**src/rtl/adc_seq_pkg.sv**
```systemverilog
// Shared types and defaults for the ADC frame sequencer.
package adc_seq_pkg;

  localparam int unsigned NUM_CH_DEF = 4;
  localparam int unsigned DATA_W_DEF = 16;

  typedef enum logic [1:0] {
    ST_IDLE    = 2'd0,
    ST_SYNC    = 2'd1,
    ST_COLLECT = 2'd2
  } seq_state_e;

  // Channel field width; a single-channel build still gets a 1-bit field.
  function automatic int unsigned ch_width(input int unsigned n);
    return (n <= 2) ? 1 : $clog2(n);
  endfunction

endpackage

```
**src/rtl/adc_cnv_divider.sv**
```systemverilog
// Conversion-start cadence generator: one cnv_start pulse every max(period,2) cycles.
module adc_cnv_divider #(
  parameter int unsigned DIV_W = 8
) (
  input  logic             aclk,
  input  logic             rst,
  input  logic             enable,
  input  logic [DIV_W-1:0] period,
  output logic             cnv_start
);

  logic [DIV_W-1:0] cnt_q, cnt_d;
  logic [DIV_W-1:0] len_q, len_d;
  logic [DIV_W-1:0] eff_period;

  always_comb begin
    eff_period = (period < DIV_W'(2)) ? DIV_W'(2) : period;
  end

  // The period length is captured whenever the count sits at 0, so a new
  // period value only applies from the next wrap onwards.
  always_comb begin
    len_d     = (cnt_q == '0) ? eff_period : len_q;
    cnv_start = enable && (cnt_q == (len_d - DIV_W'(1)));
    if (!enable || cnv_start) begin
      cnt_d = '0;
    end else begin
      cnt_d = cnt_q + DIV_W'(1);
    end
  end

  always_ff @(posedge aclk) begin
    if (rst) begin
      cnt_q <= '0;
      len_q <= '0;
    end else begin
      cnt_q <= cnt_d;
      len_q <= len_d;
    end
  end

endmodule

```
**src/rtl/adc_frame_sequencer.sv**
```systemverilog
// ADC frame sequencer: conversion cadence, channel-order checking, frame
// assembly and a single-entry valid/ready output register.
module adc_frame_sequencer
  import adc_seq_pkg::*;
#(
  parameter  int unsigned NUM_CH = NUM_CH_DEF,
  parameter  int unsigned DATA_W = DATA_W_DEF,
  parameter  int unsigned DIV_W  = 8,
  parameter  int unsigned IDX_W  = 32,
  parameter  int unsigned CNT_W  = 16,
  localparam int unsigned CH_W   = ch_width(NUM_CH)
) (
  input  logic                     aclk,
  input  logic                     rst,
  input  logic                     enable,
  input  logic [DIV_W-1:0]         period,
  output logic                     cnv_start,
  input  logic [DATA_W-1:0]        adc_data,
  input  logic [CH_W-1:0]          adc_channel,
  input  logic                     adc_new_samp,
  output logic [NUM_CH*DATA_W-1:0] frame_data,
  output logic [IDX_W-1:0]         frame_index,
  output logic                     frame_valid,
  input  logic                     frame_ready,
  output logic [CNT_W-1:0]         overflow_cnt,
  output logic                     seq_err,
  output logic                     busy
);

  localparam logic [CH_W-1:0] LAST_CH = CH_W'(NUM_CH - 1);

  seq_state_e                     state_q, state_d;
  logic [CH_W-1:0]                exp_q, exp_d;
  logic [NUM_CH-1:0][DATA_W-1:0]  buf_q, buf_d, asm;
  logic [NUM_CH-1:0][DATA_W-1:0]  frame_q, frame_d;
  logic [IDX_W-1:0]               next_idx_q, next_idx_d;
  logic [IDX_W-1:0]               idx_q, idx_d;
  logic                           fv_q, fv_d;
  logic [CNT_W-1:0]               ovf_q, ovf_d;
  logic                           err_q, err_d;
  logic                           complete;

  adc_cnv_divider #(
    .DIV_W (DIV_W)
  ) u_div (
    .aclk      (aclk),
    .rst       (rst),
    .enable    (enable),
    .period    (period),
    .cnv_start (cnv_start)
  );

  always_comb begin
    state_d  = state_q;
    exp_d    = exp_q;
    buf_d    = buf_q;
    err_d    = err_q;
    asm      = buf_q;
    complete = 1'b0;
    unique case (state_q)
      ST_IDLE: begin
        if (enable) state_d = ST_SYNC;
      end
      ST_SYNC: begin
        if (!enable) begin
          state_d = ST_IDLE;
          exp_d   = '0;
          buf_d   = '0;
        end else if (adc_new_samp && (adc_channel == '0)) begin
          buf_d    = '0;
          buf_d[0] = adc_data;
          exp_d    = CH_W'(1);
          state_d  = ST_COLLECT;
        end
      end
      ST_COLLECT: begin
        if (!enable) begin
          state_d = ST_IDLE;
          exp_d   = '0;
          buf_d   = '0;
        end else if (adc_new_samp) begin
          if (adc_channel == exp_q) begin
            asm[exp_q] = adc_data;
            if (exp_q == LAST_CH) begin
              complete = 1'b1;
              exp_d    = '0;
              buf_d    = '0;
            end else begin
              buf_d = asm;
              exp_d = exp_q + 1'b1;
            end
          end else begin
            // Out-of-order sample: a channel-0 sample can seed a fresh frame
            // directly, anything else forces a resync.
            err_d = 1'b1;
            buf_d = '0;
            if (adc_channel == '0) begin
              buf_d[0] = adc_data;
              exp_d    = CH_W'(1);
            end else begin
              exp_d   = '0;
              state_d = ST_SYNC;
            end
          end
        end
      end
      default: begin
        state_d = ST_IDLE;
        exp_d   = '0;
        buf_d   = '0;
      end
    endcase
  end

  always_comb begin
    frame_d    = frame_q;
    idx_d      = idx_q;
    fv_d       = fv_q;
    next_idx_d = next_idx_q;
    ovf_d      = ovf_q;
    if (complete) begin
      if (!fv_q || frame_ready) begin
        frame_d    = asm;
        idx_d      = next_idx_q;
        fv_d       = 1'b1;
        next_idx_d = next_idx_q + 1'b1;
      end else if (ovf_q != '1) begin
        ovf_d = ovf_q + 1'b1;
      end
    end else if (fv_q && frame_ready) begin
      fv_d = 1'b0;
    end
  end

  always_ff @(posedge aclk) begin
    if (rst) begin
      state_q    <= ST_IDLE;
      exp_q      <= '0;
      buf_q      <= '0;
      frame_q    <= '0;
      idx_q      <= '0;
      fv_q       <= 1'b0;
      next_idx_q <= '0;
      ovf_q      <= '0;
      err_q      <= 1'b0;
    end else begin
      state_q    <= state_d;
      exp_q      <= exp_d;
      buf_q      <= buf_d;
      frame_q    <= frame_d;
      idx_q      <= idx_d;
      fv_q       <= fv_d;
      next_idx_q <= next_idx_d;
      ovf_q      <= ovf_d;
      err_q      <= err_d;
    end
  end

  assign frame_data   = frame_q;
  assign frame_index  = idx_q;
  assign frame_valid  = fv_q;
  assign overflow_cnt = ovf_q;
  assign seq_err      = err_q;
  assign busy         = (state_q != ST_IDLE);

endmodule
```
**config.mk**
```make
export PLATFORM = sky130hd
export DESIGN_NAME = adc_frame_sequencer
export DESIGN_NICKNAME = d
export VERILOG_FILES = /design/src/rtl/adc_seq_pkg.sv /design/src/rtl/adc_cnv_divider.sv /design/src/rtl/adc_frame_sequencer.sv
export SDC_FILE = /design/constraint.sdc
export NUM_CORES = 1
export LEC_CHECK = 0
export BUFFER_PORTS_ARGS = -buffer_cell sky130_fd_sc_hd__buf_4
export CORE_MARGIN = 10
export CORE_UTILIZATION = 25
export DETAILED_ROUTE_END_ITERATION = 10
export PLACE_DENSITY = 0.44
export SETUP_SLACK_MARGIN = 0.5
export SKIP_CTS_REPAIR_TIMING = 1
export SLEW_MARGIN = 10
export SYNTH_ARGS = -nofsm -noshare
export SYNTH_HDL_FRONTEND = slang
export SYNTH_SLANG_ARGS = --single-unit
```
**constraint.sdc**
```tcl
create_clock -name aclk -period 12.1 [get_ports aclk]
set_input_delay 2.42 -clock aclk [delete_from_list [all_inputs] [get_ports aclk]]
set_output_delay 2.42 -clock aclk [all_outputs]
set_load 0.05 [all_outputs]
```
==> results.txt, run 1 <==
The flow ran to the end, and the final reports show no timing, DRC or antenna violations. The worst setup path is launched from a primary input. Data arrives at the worst endpoint at 5.40 ns. The cell sitting at the root of the clock tree is a sky130_fd_sc_hd__clkbuf_16. In this run, CTS created clock tree buffers numbering 27.

Number of remaining DRC errors: 0. In this run the worst hold path is classified as flop to flop. Detailed placement finished with a half-perimeter wire length of 17.8 mm. The run gives 9.68 ns as the data required time at the worst endpoint. The synthesized design contains 0 enable-type register cells. Of the cells placed in the final design, the portion with a size suffix greater than 1 is 19.0%.

The final net count was 1184; the synthesis-stage register bit count was 214. The via count of the first global-routing pass was 7465. The number of H-tree branching levels is 1. In the post-synthesis netlist, the biggest area contributors are sky130_fd_sc_hd__dfxtp_1 47%, sky130_fd_sc_hd__nor2_1 6.3%, sky130_fd_sc_hd__mux2i_1 5.9%.

Summed over its instances, the top area cell type makes up 47.3% of the synthesized netlist area. The final critical path time including I/O delays and setup was 7.82 ns; the achievable clock frequency was 128 MHz. Most used flip-flop cell after synthesis: sky130_fd_sc_hd__dfxtp_1.

The logs give 0.854 for the global placement routability congestion and 0 for the aggregate global routing overflow. The total negative setup slack is 0 ns. The count of TritonRoute iterations in the first routing pass was 5. Setup violations remaining at the end of the flow were counted as 0. The worst setup path is captured at a primary output. The net count after synthesis came out at 1073. The final antenna-violating net count was 0. Worst-path maximum fanout: 9.

The initialized floorplan defines 69 standard-cell rows. TritonCTS built the clock tree. The tools report the worst flop-to-flop path endpoint as frame_data[30]. sky130_fd_sc_hd__dfxtp_1 takes more of the synthesized area than any other cell. Once layout is complete, the utilization of the core stands at 32.0%. Including well taps, the total number of placed cells is 1572.

For the area of the die, the log shows 44200 µm². Sequential cells were found to cover 47.3% of the synthesized design area. After synthesis, the share of flip-flops with an asynchronous set or reset is 0%. Last element of the critical path: cnv_start.

On the worst path, the slowest cell contributes a delay of 0.62 ns. The synthesized instance count came out at 1029. The synthesized cell area was 9050 µm². For the worst-skew pair, the clock arrives at the later sink with an insertion delay of 0.55 ns. The worst reg-to-reg path cell count was 9. Setup repair after global routing left no endpoint under its margin.

Setup slack on the worst reg-to-reg path comes out at 8.47 ns. Relative to the synthesized area, the layout overhead comes to 25.9%. The average size of a mapped cell came out at 8.79 µm².

The number of antenna violations at the first check in global routing came out at 0. The chip height is 210 µm. The number of buffers added on ports came out at 146. Dividing the detail-routed wire length by the instance count gives 16.6 µm. The clock drives 214 sinks.

In the final layout, the multi-input gates occupy 4420 µm². Fill cells in the final layout number 3802. The placed instances occupy a cell area of 10500 µm². For the area of all placed cells without fillers, the log shows 11400 µm². The violation count after the first detailed-route iteration was 358; the effective utilization at floorplan was 25.4%. By instance count, the cell type seen most on the critical path is sky130_fd_sc_hd__buf_4. The synthesized netlist contains 60 unique library cells. For the register area, the log shows 4280 µm².

Measured along the x axis, the die boundary spans 210 µm. The tools report the number of top-level design ports as 147. Across the run, the number of max-cap violations was 0.

The non-filler instance count after layout is 1622, and the overall global routing resource usage is 11.8%. The clock edge transition at the registers on the reported setup and hold paths was 0.06 ns. For this design the static power due to leakage is 4.22 nW.

The first global-routing pass estimated 43.0 mm of wire. The run gives 3 as the number of buffers between clock root and the deepest sink. The sum of routed wire length over all layers was 26.9 mm; the worst ir drop on vdd was 0.0978 mV. After detailed routing, the number of vias per cell comes to 4.68.

Traced cell by cell, the critical path runs through buf_4 -> or4_1 -> o41a_1 -> mux2i_2 -> ha_1 -> nand4b_1 -> o32a_1 -> nor4_4 -> and2_1 -> buf_4. On the final layout, the worst clock skew is 0.0142 ns. After layout, the worst path uses 64.7% of the clock period. The class of the most critical setup path was primary input to primary output.

For this run, the number of Yosys warnings is 0. The cell area power density was 143 nW/µm². The core footprint is 35700 µm², and the worst-margin pin slew is 1.12 ns.

The most critical setup path has its startpoint at period[6]. sky130_fd_sc_hd__dfxtp_1 is the most common cell in the netlist. By count the netlist is led by 214 x sky130_fd_sc_hd__dfxtp_1, 153 x sky130_fd_sc_hd__nor2_1, 133 x sky130_fd_sc_hd__nand2_1.

The headroom to the max-slew limit came out at 25.2%. The hold path depth was 2; the largest net degree at the start of global routing was 127. The slowest stage of the critical path is the sky130_fd_sc_hd__or4_1 cell. The final hold violation count was 0; the final max-slew violation count was 0. The startpoint identified for the worst register-to-register timing path is state_q[0]. The routed layout has 7597 vias.
## registers in the layout, summed over array words and instances, names as in the netlist
signal        flops
u_div.len_q       8
u_div.cnt_q       8
overflow_cnt     16
buf_q            48
state_q           2
frame_index      32
next_idx_q       32
frame_data       64
frame_valid       1
seq_err           1
exp_q             2
## placed cells by master (no fill, tap or decap), types with 4 or more instances in the layout
cell / n
sky130_fd_sc_hd__a211oi_1: 51
sky130_fd_sc_hd__a21oi_1: 67
sky130_fd_sc_hd__a22oi_1: 47
sky130_fd_sc_hd__and2_1: 6
sky130_fd_sc_hd__and3_1: 12
sky130_fd_sc_hd__and4_1: 7
sky130_fd_sc_hd__buf_4: 154
sky130_fd_sc_hd__clkbuf_1: 4
sky130_fd_sc_hd__clkbuf_16: 27
sky130_fd_sc_hd__clkbuf_8: 8
sky130_fd_sc_hd__clkinv_2: 7
sky130_fd_sc_hd__dfxtp_1: 214
sky130_fd_sc_hd__ha_1: 13
sky130_fd_sc_hd__inv_1: 13
sky130_fd_sc_hd__mux2i_1: 53
sky130_fd_sc_hd__nand2_1: 133
sky130_fd_sc_hd__nand2b_1: 4
sky130_fd_sc_hd__nand3_1: 24
sky130_fd_sc_hd__nand4_1: 13
sky130_fd_sc_hd__nor2_1: 152
sky130_fd_sc_hd__nor2b_1: 6
sky130_fd_sc_hd__nor3_1: 12
sky130_fd_sc_hd__nor4_1: 4
sky130_fd_sc_hd__o21ai_0: 13
sky130_fd_sc_hd__or3_1: 9
sky130_fd_sc_hd__xnor2_1: 14
sky130_fd_sc_hd__xor2_1: 38
## layer usage
| layer | vias to the layer above | GRT usage, % | routed length [µm] |
|---|---|---|---|
| met5 | - | 0 | 0 |
| met4 | 0 | 2.82 | 541 |
| met3 | 33 | 4.11 | 2080 |
| met2 | 181 | 18.3 | 11800 |
| met1 | 3566 | 15.3 | 12400 |
| li1 | 3817 | - | - |
## final cells by class
cell class | instances | share of cell area [%]
Inverter | 13 | 0.428
Tap cell | 461 | 5.06
Clock buffer | 39 | 7.03
Sequential cell | 214 | 37.6
Clock inverter | 10 | 0.813
Multi-Input combinational cell | 729 | 38.8
Timing Repair Buffer | 155 | 10.2
Antenna cell | 1 | 0.0220
## where the power goes
| part | switching, mW | total [mW] | internal [mW] |
|---|---|---|---|
| logic | 0.0768 | 0.115 | 0.0379 |
| clock network | 0.323 | 0.803 | 0.480 |
| registers | 0.00483 | 0.714 | 0.709 |
| total | 0.404 | 1.63 | 1.23 |
## worst min-delay path by stage
stage,from,to,slack [ns]
2_1_floorplan,buf_q[25],buf_q[25],0.43
3_3_place_gp,frame_index[14],frame_index[14],0.44
3_5_place_dp,frame_index[11],frame_index[11],0.45
4_1_cts,frame_index[11],frame_index[11],0.46
5_1_grt,frame_index[12],frame_index[12],0.47
6_report,frame_index[12],frame_index[12],0.45
## worst max-delay path: cells and delay by family
kind	cells	cell delay, ns
muxes	1	0.25
adders and majority gates	1	0.25
AOI/OAI and AO/OA	2	0.70
and+or+nand+nor	4	1.45
buffers and inverters	2	0.32
## cell families (layout without fill, tap and decap cells)
family	after synthesis	after routing	share of synthesized area, %
and+or+nand+nor	405	405	20.9
DFF	214	214	47.3
AOI/OAI and AO/OA	205	205	15.0
buffers and inverters	86	217	3.93
muxes	54	54	6.01
xor gates and xnor gates	52	52	5.03
adders and majority gates	13	13	1.80
other	0	1	0
## stage by stage
step	setup slack [ns]	hold slack, ns	power [mW]
floorplan	4.62	0.431	0.801
global placement	4.36	0.443	0.846
detailed placement	4.32	0.448	0.846
CTS	4.30	0.456	1.67
global route	4.15	0.472	1.70
finish	4.28	0.451	1.63
Note: power is estimated with default switching activity, not from simulation.
==> run 2, diff against run 1 <==
--- a/config.mk
+++ b/config.mk
@@ -5,11 +5,12 @@
 export SDC_FILE = /design/constraint.sdc
 export NUM_CORES = 1
 export LEC_CHECK = 0
+export ABC_AREA = 1
 export BUFFER_PORTS_ARGS = -buffer_cell sky130_fd_sc_hd__buf_4
 export CORE_MARGIN = 10
 export CORE_UTILIZATION = 25
 export DETAILED_ROUTE_END_ITERATION = 10
-export PLACE_DENSITY = 0.44
+export PLACE_DENSITY = 0.43
 export SETUP_SLACK_MARGIN = 0.5
 export SKIP_CTS_REPAIR_TIMING = 1
 export SLEW_MARGIN = 10
==> constraint.sdc (replaced) <==
create_clock -name aclk -period 7.7 [get_ports aclk]
set_input_delay 1.54 -clock aclk [delete_from_list [all_inputs] [get_ports aclk]]
set_output_delay 1.54 -clock aclk [all_outputs]
set_load 0.05 [all_outputs]
==> run 2 against run 1 <==
  * Worst hold slack gained 0.012 ns
  * Via count up 24%
  * Sequential power grew 60%
  * Global-route usage rose by 2.1 points
  * Highest routed layer unchanged
==> results.txt, run 2 <==
The reported leakage power came out at 5.18 nW (was 4.22 nW). The aggregate global routing overflow was 0 (unchanged); the overall global routing resource usage was 13.8% (was 11.8%). The worst ir drop on vdd was 0.200 mV (was 0.0978 mV); the average size of a mapped cell was 7.01 µm² (was 8.79 µm²). Setup repair after global routing left no endpoint under its margin. The later-pin clock latency in the skew report was 0.56 ns (was 0.55 ns). The net count after synthesis was 1456 (was 1073); the synthesis-stage register bit count was 214 (unchanged).

The most used flip-flop cell after synthesis was sky130_fd_sc_hd__dfxtp_1 (unchanged). The least setup slack across all paths after layout is 2.55 ns (was 4.28 ns), and the chip height is 219 µm (was 210 µm). The run gives 6.16 ns (was 9.68 ns) as the data required time at the worst endpoint.

Count of TritonRoute iterations in the first routing pass: 5 (unchanged). The logs give 0 (unchanged) for the warning count from the yosys run and 147 (unchanged) for the number of top-level design ports. The global placement routability congestion was 0.779 (was 0.854); the worst-margin pin slew was 1.19 ns (was 1.12 ns). The final critical path time including I/O delays and setup came out at 5.15 ns. The clock network fraction of design power is 43.7% (was 49.2%). The fraction of final layout cells with drive strength greater than 1 was 14.3% (was 19.0%); the growth of design area from synthesis to finish was 24.5% (was 25.9%). The logs give 1 (unchanged) for the number of H-tree branching levels and 9414 (was 7597) for the number of vias in the routed layout. The logs give 2.07 mW (was 1.23 mW) for the cell-internal power and 587 (was 358) for the violation count after the first detailed-route iteration. For the row count, the log shows 72 (was 69). Register share of total power: 37.7% (was 43.8%).

The tools report the number of buffers between clock root and the deepest sink as 3 (unchanged). The routed via count divided by cell count is 4.58 (was 4.68), and the largest net degree at the start of global routing is 106 (was 127). The run gives 9900 µm² (was 9050 µm²) as the synthesized cell area. The number of remaining DRC errors is 0 (unchanged), and the number of buffers added on ports is 146 (unchanged). The count of flip-flops with a built-in enable after synthesis is 0 (unchanged), and the worst-path maximum fanout is 5 (was 9).

The setup-violating endpoint count in the final report is 0 (unchanged), and the switching power as a share of total power is 31.5% (was 24.8%). The hold path depth works out to 2 (unchanged). The post-synthesis cell type count came out at 36 (was 60). Headroom to the max-slew limit: 20.6% (was 25.2%). The effective utilization at floorplan was 25.4% (about the same); the synthesized instance count was 1412 (was 1029). Cell types with the highest counts after synthesis: 266 x sky130_fd_sc_hd__nand2_1, 214 x sky130_fd_sc_hd__dfxtp_1, 186 x sky130_fd_sc_hd__a21oi_1 (was 214 x sky130_fd_sc_hd__dfxtp_1, 153 x sky130_fd_sc_hd__nor2_1, 133 x sky130_fd_sc_hd__nand2_1).

The most common cell after layout, fill and taps aside is sky130_fd_sc_hd__nand2_1 (was sky130_fd_sc_hd__dfxtp_1). The final antenna-violating net count is 0 (unchanged). The destination of the worst hold path was buf_q[37] (was frame_index[12]).

Pre-CTS worst setup slack: 2.54 ns (was 4.32 ns). Number of flip-flops in the largest register: 64 (unchanged). The worst flop-to-flop path endpoint is next_idx_q[30] (was frame_data[30]). Chip width: 219 µm (was 210 µm). Async set or reset register ratio after synthesis: 0% (unchanged).

The internal reg-to-reg setup slack was 4.15 ns (was 8.47 ns); the number of antenna cells inserted was 0 (was 1). The sum of routed wire length over all layers was 33.9 mm (was 26.9 mm). The startpoint of the most critical hold path was buf_q[37] (was frame_index[12]). Detail-routed net length per standard cell: 16.5 µm (was 16.6 µm).

Static timing analysis puts the maximum clock frequency at 194 MHz. The clock tree root driver cell was sky130_fd_sc_hd__clkbuf_16 (unchanged). The cell taking the most area after synthesis is sky130_fd_sc_hd__dfxtp_1 (unchanged). The total negative setup slack is 0 ns (unchanged).

Number of clock buffers inserted by TritonCTS: 27 (unchanged). The area share of the largest cell type after synthesis was 43.3% (was 47.3%); the count of maximum capacitance violations was 0 (unchanged). Share of the cycle needed by the critical path after routing: 66.8%. Combinational power share: 18.5% (was 7.0%). The tools report the HPWL reported at the end of detailed placement as 23.0 mm (was 17.8 mm). The area of the die is 48000 µm² (was 44200 µm²), and the register area is 4280 µm² (unchanged). The number of antenna violations at the first check in global routing is 0 (unchanged), and the register area share after synthesis is 43.3% (was 47.3%).

The worst reg-to-reg path cell count is 11 (was 9). The run gives 1561 (was 1184) as the final net count. The critical path data arrival time was 3.61 ns (was 5.40 ns).

For the wire length of the first global-routing pass, the log shows 53.6 mm (was 43.0 mm). For the total number of clock tree sinks, the log shows 214 (unchanged). The tools report the category of the worst setup path launch point as a primary input (unchanged). The library cell with the highest instance count after synthesis is sky130_fd_sc_hd__nand2_1 (was sky130_fd_sc_hd__dfxtp_1). The switching power of the nets is 952 µW (was 404 µW). Synth area leaders: sky130_fd_sc_hd__dfxtp_1 43%, sky130_fd_sc_hd__nand2_1 10%, sky130_fd_sc_hd__a21oi_1 9.4% (was sky130_fd_sc_hd__dfxtp_1 47%, sky130_fd_sc_hd__nor2_1 6.3%, sky130_fd_sc_hd__mux2i_1 5.9%). The tools report the clock skew as 0.0157 ns (was 0.0142 ns).

The area of combinational cells with multiple inputs is 4770 µm² (was 4420 µm²). Cell area power density: 245 nW/µm² (was 143 nW/µm²). The endpoint class of the critical path was a primary output (unchanged). Commonest non-fill, non-tap cells in the layout: 266 x sky130_fd_sc_hd__nand2_1, 214 x sky130_fd_sc_hd__dfxtp_1, 186 x sky130_fd_sc_hd__a21oi_1, 184 x sky130_fd_sc_hd__nor2_1, 152 x sky130_fd_sc_hd__buf_4 (was 214 x sky130_fd_sc_hd__dfxtp_1, 154 x sky130_fd_sc_hd__buf_4, 152 x sky130_fd_sc_hd__nor2_1, 133 x sky130_fd_sc_hd__nand2_1, 67 x sky130_fd_sc_hd__a21oi_1).

The run gives 4240 (was 3802) as the filler cell count. The class of the most critical setup path is primary input to primary output (unchanged). The start of the worst register-to-register path is state_q[0] (unchanged). TritonCTS built the clock tree. The clock edge transition at the registers on the reported setup and hold paths is 0.06 ns (about the same). The final hold violation count was 0 (unchanged).

Class of the tightest hold or removal check: flop to flop (unchanged). The flow ran to the end, and the final reports show no timing, DRC or antenna violations. The tools report the via count of the first global-routing pass as 9175 (was 7465).

The final max-slew violation count is 0 (unchanged), and the core footprint is 38900 µm² (was 35700 µm²). The final core utilization came out at 31.7% (was 32.0%).
[run 2: changes by cell type after synthesis, sizes merged, moves of 18 or more]
cell / previous run / this run
a21oi: 67 / 186
inv: 13 / 141
a22oi: 47 / 29
nor2: 154 / 193
o21ai: 16 / 145
a211oi: 51 / 0
nand2: 136 / 269
mux2i: 54 / 0
[run 2: area by class of cell]
type	instances	area share (%)
clock buffer	38	6.47
multi-input combinational	980	38.7
inverter	141	4.29
tap	518	5.26
clock inverter	12	1.11
sequential	214	34.8
timing repair buffer	153	9.42
[run 2: worst max-delay path, stage by stage]
cell and delay, ns:
sky130_fd_sc_hd__buf_4 0.11, sky130_fd_sc_hd__inv_1 0.07, sky130_fd_sc_hd__nand2_1 0.05, sky130_fd_sc_hd__nor2_1 0.12, sky130_fd_sc_hd__nand2_1 0.08, sky130_fd_sc_hd__nand3_1 0.09, sky130_fd_sc_hd__nand2_1 0.09, sky130_fd_sc_hd__inv_1 0.10
sky130_fd_sc_hd__ha_1 0.17, sky130_fd_sc_hd__inv_1 0.04, sky130_fd_sc_hd__nor2_1 0.25, sky130_fd_sc_hd__nand2_1 0.11, sky130_fd_sc_hd__xnor2_1 0.13, sky130_fd_sc_hd__nor2_1 0.10, sky130_fd_sc_hd__nand2_1 0.11, sky130_fd_sc_hd__nor3b_1 0.20
sky130_fd_sc_hd__buf_4 0.23
[run 2: worst max path at each step]
stage | cells past startpoint | endpoint | from
finish | 17 | cnv_start | period[6]
global route | 18 | cnv_start | period[4]
CTS | 17 | cnv_start | period[6]
detailed placement | 17 | cnv_start | period[6]
global placement | 18 | cnv_start | period[6]
floorplan | 16 | cnv_start | period[6]
[run 2: kinds of logic (layout without fill, tap and decap cells)]
logic type                 after synthesis  after routing  share of synthesized area, %
DFF                                    214            214                          43.3
xor gates and xnor gates                28             28                          2.48
AOI/OAI and AO/OA                      387            387                          20.9
and+or+nand+nor                        552            552                          23.2
buffers and inverters                  218            344                          8.54
adders and majority gates               13             13                          1.64
[run 2: per-stage QoR]
stage	std cells	instance area (µm²)	total power [mW]	hold WS, ns
6_report	2056	12300	3.02	0.463
3_5_place_dp	2006	11400	1.73	0.454
5_1_grt	2056	12300	3.19	0.480
4_1_cts	2056	12300	3.08	0.464
3_3_place_gp	2006	11400	1.73	0.448
2_1_floorplan	1412	9900	1.58	0.441
[run 2: metal layers]
metal / up-vias / track usage [%] / routed length, µm
li1: 4869 / - / -
met2: 205 / 22.5 / 15500
met3: 44 / 2.87 / 1810
met5: - / 0 / 0
met1: 4296 / 18.3 / 15900
met4: 0 / 3.47 / 668
[run 2: power groups by stage]
stage | sequential (mW) | combinational, mW | clock, mW
2_1_floorplan | 1.16 | 0.414 | 0
3_3_place_gp | 1.16 | 0.563 | 0
3_5_place_dp | 1.16 | 0.562 | 0
4_1_cts | 1.14 | 0.565 | 1.37
5_1_grt | 1.14 | 0.634 | 1.41
6_report | 1.14 | 0.560 | 1.32
